$ cat src/rtl/mem_bus_arbiter.sv
// Shares one single-ported memory between NUM_PORTS requesters through an IDLE/BUSY/DONE handshake.
// Define ROUND_ROBIN_EN for rotating priority; otherwise the highest-index requester wins.
module mem_bus_arbiter #(
  parameter int NUM_PORTS  = 2,
  parameter int ADDR_WIDTH = 32,
  parameter int DATA_WIDTH = 32
) (
  input  logic                            clk,
  input  logic                            rst_n,
  input  logic [NUM_PORTS-1:0]            req,
  input  logic [NUM_PORTS-1:0]            we,
  input  logic [NUM_PORTS*ADDR_WIDTH-1:0] addr,
  input  logic [NUM_PORTS*DATA_WIDTH-1:0] wdata,
  output logic [DATA_WIDTH-1:0]           rdata,
  output logic [NUM_PORTS-1:0]            ready,
  output logic                            mem_req,
  output logic                            mem_we,
  output logic [ADDR_WIDTH-1:0]           mem_addr,
  output logic [DATA_WIDTH-1:0]           mem_wdata,
  input  logic [DATA_WIDTH-1:0]           mem_rdata,
  input  logic                            mem_ready
);

  localparam int GW = (NUM_PORTS > 1) ? $clog2(NUM_PORTS) : 1;

  typedef enum logic [1:0] {IDLE, BUSY, DONE} state_e;

  state_e                  state_q;
  logic [GW-1:0]           gnt_q;
  logic [GW-1:0]           gnt_d;
  logic                    any_req;
  logic                    mem_req_q;
  logic                    mem_we_q;
  logic [ADDR_WIDTH-1:0]   mem_addr_q;
  logic [DATA_WIDTH-1:0]   mem_wdata_q;
  logic [DATA_WIDTH-1:0]   rdata_q;
  logic [NUM_PORTS-1:0]    ready_q;
  logic                    sel_we;
  logic [ADDR_WIDTH-1:0]   sel_addr;
  logic [DATA_WIDTH-1:0]   sel_wdata;
`ifdef ROUND_ROBIN_EN
  logic [GW-1:0]           ptr_q;
`endif

  assign any_req = |req;

`ifdef ROUND_ROBIN_EN
  // Walk from the far end of the rotation so the port closest after ptr_q is assigned last and wins.
  always_comb begin : pick_winner
    logic [GW-1:0] idx;
    gnt_d = '0;
    idx   = '0;
    for (int i = NUM_PORTS - 1; i >= 0; i--) begin
      idx = GW'((int'(ptr_q) + 1 + i) % NUM_PORTS);
      if (req[idx]) gnt_d = idx;
    end
  end
`else
  always_comb begin : pick_winner
    gnt_d = '0;
    for (int p = 0; p < NUM_PORTS; p++) begin
      if (req[p]) gnt_d = GW'(p);
    end
  end
`endif

  always_comb begin : mux_winner
    sel_we    = 1'b0;
    sel_addr  = '0;
    sel_wdata = '0;
    for (int p = 0; p < NUM_PORTS; p++) begin
      if (gnt_d == GW'(p)) begin
        sel_we    = we[p];
        sel_addr  = addr[p*ADDR_WIDTH +: ADDR_WIDTH];
        sel_wdata = wdata[p*DATA_WIDTH +: DATA_WIDTH];
      end
    end
  end

  // DONE exists so the winner's still-high req is not re-granted before it sees its ready pulse.
  always_ff @(posedge clk) begin
    if (!rst_n) begin
      state_q     <= IDLE;
      gnt_q       <= '0;
      mem_req_q   <= 1'b0;
      mem_we_q    <= 1'b0;
      mem_addr_q  <= '0;
      mem_wdata_q <= '0;
      rdata_q     <= '0;
      ready_q     <= '0;
`ifdef ROUND_ROBIN_EN
      ptr_q       <= GW'(NUM_PORTS - 1);
`endif
    end else begin
      case (state_q)
        IDLE: begin
          ready_q <= '0;
          rdata_q <= '0;
          if (any_req) begin
            gnt_q       <= gnt_d;
            mem_req_q   <= 1'b1;
            mem_we_q    <= sel_we;
            mem_addr_q  <= sel_addr;
            mem_wdata_q <= sel_wdata;
`ifdef ROUND_ROBIN_EN
            ptr_q       <= gnt_d;
`endif
            state_q     <= BUSY;
          end
        end
        BUSY: begin
          if (mem_ready) begin
            rdata_q   <= mem_rdata;
            ready_q   <= NUM_PORTS'(1) << gnt_q;
            mem_req_q <= 1'b0;
            state_q   <= DONE;
          end
        end
        DONE: begin
          ready_q <= '0;
          rdata_q <= '0;
          state_q <= IDLE;
        end
        default: begin
          state_q   <= IDLE;
          mem_req_q <= 1'b0;
          ready_q   <= '0;
          rdata_q   <= '0;
        end
      endcase
    end
  end

  assign mem_req   = mem_req_q;
  assign mem_we    = mem_we_q;
  assign mem_addr  = mem_addr_q;
  assign mem_wdata = mem_wdata_q;
  assign rdata     = rdata_q;
  assign ready     = ready_q;

endmodule

$ cat config.mk
export PLATFORM = sky130hd
export DESIGN_NAME = mem_bus_arbiter
export DESIGN_NICKNAME = d
export VERILOG_FILES = /design/src/rtl/mem_bus_arbiter.sv
export SDC_FILE = /design/constraint.sdc
export NUM_CORES = 1
export LEC_CHECK = 0
export BUFFER_PORTS_ARGS = -buffer_cell sky130_fd_sc_hd__buf_2
export CORE_UTILIZATION = 43
export DETAILED_ROUTE_END_ITERATION = 10
export GPL_TIMING_DRIVEN = 1
export PLACE_DENSITY = 0.82
export RECOVER_POWER = 50
export SLEW_MARGIN = 25
export SYNTH_ARGS = -nofsm -noshare
export SYNTH_HDL_FRONTEND = slang
export SYNTH_SLANG_ARGS = --single-unit
$ cat constraint.sdc
create_clock -name clk -period 1.8 [get_ports clk]
set_clock_uncertainty 0.2 [all_clocks]
set_input_delay 0.36 -clock clk [delete_from_list [all_inputs] [get_ports clk]]
set_output_delay 0.36 -clock clk [all_outputs]
set_load 0.02 [all_outputs]
# Word level (Yosys, flattened, before mapping)
# Index checks and enable logic that the tools add are counted.
# W data, S select, Z words.
[totals]
register_bits = 103
elab_cells = 30
input_bits = 167
output_inout_bits = 100
[op_classes]
bitwise_logic = 1
n_eq_ne = 4
reduce_logical = 6
n_mux = 10
n_shift = 1
[ops]
columns = ["operator", "count"]
rows = [
  ["$mux W32", 2],
  ["$reduce_and A2 Y1", 3],
  ["$mux W1", 4],
  ["$mux W2", 2],
  ["$ne A2 B2 Y1 const B", 2],
  ["$pmux W2 S2", 1],
  ["$pmux W1 S3", 1],
  ["$reduce_and A3 Y1", 1],
  ["$eq A2 B1 Y1 const B", 1],
  ["$eq A2 B2 Y1 const B", 1],
  ["$logic_not A2 Y1", 1],
  ["$reduce_or A2 Y1", 1],
  ["$shl A1 B1 Y2 const A", 1],
  ["$not A1 Y1", 1],
]

# Longest topological paths before layout
[depth]
ltp_word = 3
ltp_mapped = 7
ltp_nobuf = 3

# Worst setup path after synthesis
# Ideal clock, no wire load.
[synth_path]
kind = "input to register"
start = "input req[1]"
end = "register mem_addr_q[0] (netlist: mem_addr[0])"
path_stages = 7
arrival_time_ps = 1407
path_buffers = 4
slack_ps = 77
setup_time_ps = 116
cell_sequence = "clkbuf_1 or2_1 and2_1 clkbuf_1 buf_6 buf_6 o211a_1"
[synth_between]
elab_chain_len = 2
[synth_lines]
columns = ["item", "line_no", "source"]
rows = [
  ["start, declared", "10", "input logic [NUM_PORTS-1:0] req,"],
  ["$mux W1 / $reduce_or A2 Y1 (equally long branches)", "62, 45", ""],
  ["$mux W32 / $reduce_and A2 Y1 (equally long branches)", "n/a", ""],
  ["end signal, assigned", "103", "mem_addr_q <= sel_addr;"],
  ["end, declared", "34", "logic [ADDR_WIDTH-1:0] mem_addr_q;"],
]
# Several ways; a longest one is shown, not always the timed one.
# A chain may end at the register's enable or synchronous reset.

# Worst setup path in the final report
[layout_path]
start = "register mem_addr_q[9] (netlist: mem_addr[9])"
end = "output mem_addr[9]"
[layout_rtl]
columns = ["item", "line_no", "source"]
rows = [
  ["end, declared", "18", "output logic [ADDR_WIDTH-1:0] mem_addr,"],
]
# No word-level cell between the ends.

==> summary.md <==
| Metric | Value |
|---|---|
| Crit path cell chain | clkbuf_1 |
| Cells after synthesis | 425 |
| Fill cell count | 872 |
| DIE AREA | 10780 µm² |
| Die width | 103.8 µm |
| R2R cell count | 4 |
| Synth unique cells | 21 |
| Gr usage total | roughly 22% |
| Power Dens Cells | roughly 870 nW/µm² |
| # resized after CTS | 0 |
| Post-layout min period | 1.525 ns |
| CTS tree | done |
| Worst hold stages | 3 |
| H-tree depth | 3 |
| Worst path max stage delay | roughly 0.35 ns |
| CTS clk-pin slew, worst paths | 0.11 ns |
| Maximum buffer depth of the clock tree | 2 |
| GPL Wtd Cong | 0.8217 |
| Worst-Skew Late Latency | roughly 0.36 ns |
| Delay-heaviest family, CP | flip-flops |
| Worst Path Class, Setup | reg2out |
| Worst-path maximum fanout | 2 |
| Lkg Pwr | 3.553 nW |
| Synthesized Nets | between 500 and 600 |
| Most frequent cells in the layout | buf_2, dfxtp_1, mux2i_1 |
| Nets | approximately 840 |
| Largest net degree at the start of global routing | 66 |
| Syn avg cell area | ~10 µm² |
| Root cell of the clock tree | clkbuf_8 |
| Worst Hold Class | in2reg |
| Hpwl dp | 8973 µm |
| Routed vias | 4239 |
| Final setup vio count | 0 |
| Total CTS buffers | 9 |
| FF/Latch Area | around 2100 µm² |
| Layout Utilization | 61.05% |
| Worst path slowest cell | dfxtp_1 |
| Crit path depth | 1 |
| WP data arrival | 0.96 ns |
| CTS Hold Bufs | 0 |
| # DRC | 0 |
| Number of DRC markers in iteration 0 | 170 |
| DRT Pass-1 Iters | 4 |
| Clock sinks | approximately 100 |
| Initial antenna violation count | 0 |
| Layout area overhead | 35.70% |
| RSZ-0062 raised after global routing | no |
| Die height | 103.8 µm |
| TNS Setup | 0 ns |
| Final Routed Wirelength | 12160 µm |
| WL/cell | approximately 15 µm |
| Antenna Nets Post-Route | 0 |
| Row cnt | 36 |
| Final Cycle Share | 84.70% |
| IO Port Bufs | 266 |
| #FFs+latches synth | 103 |
| Yosys warnings | 0 |
| Boundary Pins | 267 |
| Max Freq | around 660 MHz |
| Crit path launch type | flip-flop |
| Vias in the first global route | 4152 |
| Worst Path Buf+Inv | 1 |
| Core area | 9910 µm² |
| Sequential share of the synthesized area | between 40% and 50% |
| Fin. max-slew vios | 0 |
| # diodes | 0 |
| Most common cell after layout, fill and taps aside | buf_2 |
| Crit path capture type | output pin |
| Slew @ Worst Pin | 0.6876 ns |
| Post-CTS Setup Bufs | 0 |
| Initial Util | 44.99% |
| Hold Violations, Final | 0 |
| Grt ovf | 0 |
| Worst slew margin | 54.16% |
| Synth Cell Area | between 4000 and 5000 µm² |
| Vias per cell | 5.246 |
| Run status | finished clean |
| First-pass GRT wire length | about 19000 µm |
| Max VDD drop | 0.0005211 V |
| Multi-input logic area | 2178 µm² |
| CP required | roughly 1.2 ns |
| Number of max-cap violations | 0 |
| Share of layout cells above drive strength 1 | 38.81% |
## cells in the mapped netlist
cell type | count | area share [%]
nor3b_1 | 1 | 0.17
or2_1 | 1 | 0.14
nand3b_1 | 1 | 0.17
inv_2 | 1 | 0.084
inv_1 | 1 | 0.084
o21ai_0 | 1 | 0.11
o21a_1 | 1 | 0.17
and2_1 | 1 | 0.14
nor2_1 | 36 | 3.0
nand3_1 | 65 | 7.3
buf_4 | 1 | 0.17
buf_2 | 12 | 1.3
buf_1 | 8 | 0.67
clkbuf_1 | 20 | 1.7
buf_6 | 4 | 1.0
nand2_1 | 1 | 0.084
mux2i_1 | 99 | 22
dfxtp_1 | 103 | 46
a21o_1 | 1 | 0.17
o211a_1 | 66 | 15
a21boi_1 | 1 | 0.17
## power breakdown
part           switching, mW  internal, mW  leakage (nW)
clock                  0.870         0.548        0.0979
sequential             0.104          2.48         0.849
combinational          0.731         0.545          2.61
## kinds of logic (layout without fill, tap and decap cells)
logic type / after synthesis / count (layout) / share of synthesized area, %
simple gates: 106 / 106 / 11.03
flops: 103 / 103 / 46.25
mux: 99 / 99 / 22.23
compound gates: 70 / 70 / 15.44
buf+inv: 47 / 297 / 5.052
## final timing paths
kind,start,end,slack [ns]
worst max-delay path,mem_addr[9]$_SDFFE_PN0P_,mem_addr[9],0.28
worst min-delay path,mem_rdata[23],rdata[23]$_SDFFE_PN0P_,0.01
worst max register to register,state_q[1]$_SDFFE_PN0P_,mem_wdata[20]$_SDFFE_PN0P_,0.28
worst min register to register,mem_wdata[18]$_SDFFE_PN0P_,mem_wdata[18]$_SDFFE_PN0P_,0.30
## cell type report
| cell class | instances | area share, % |
|---|---|---|
| clock buffer | 9 | 2.048 |
| clock inverter | 7 | 1.282 |
| inverter | 2 | 0.1241 |
| multi-input combinational | 275 | 36.01 |
| sequential | 103 | 34.08 |
| tap | 133 | 2.751 |
| timing repair buffer | 279 | 23.70 |
## routing by layer
layer | part of all wire, % | GRT usage [%]
met1 | 39 | 24.06
met2 | 51 | 40.29
met3 | 6.1 | 4.972
met4 | 3.1 | 10.51
met5 | 0 | 0
## flip-flops by register name (all words and copies together), names as in the netlist
register and cells:
ready 2, mem_we 1, rdata 32, mem_wdata 32, state_q 2, gnt_q 1
mem_addr 32, mem_req 1
## through the flow
stage / power, mW / std cells / cell area, µm² / hold slack (ns) / setup WS (ns)
after CTS: 5.361 / 808 / 6098 / 0.0005960 / 0.3082
after global placement: 3.895 / 792 / 5897 / 0.2685 / 0.04310
after global routing: 5.519 / 808 / 6050 / 0.01181 / 0.1691
after detailed placement: 3.938 / 792 / 5897 / 0.2807 / -0.003294
after floorplan: 3.429 / 425 / 4458 / 0.2639 / 0.07683
final: 5.274 / 808 / 6050 / 0.01490 / 0.2753
No activity file was read; power rests on OpenSTA's default activity.
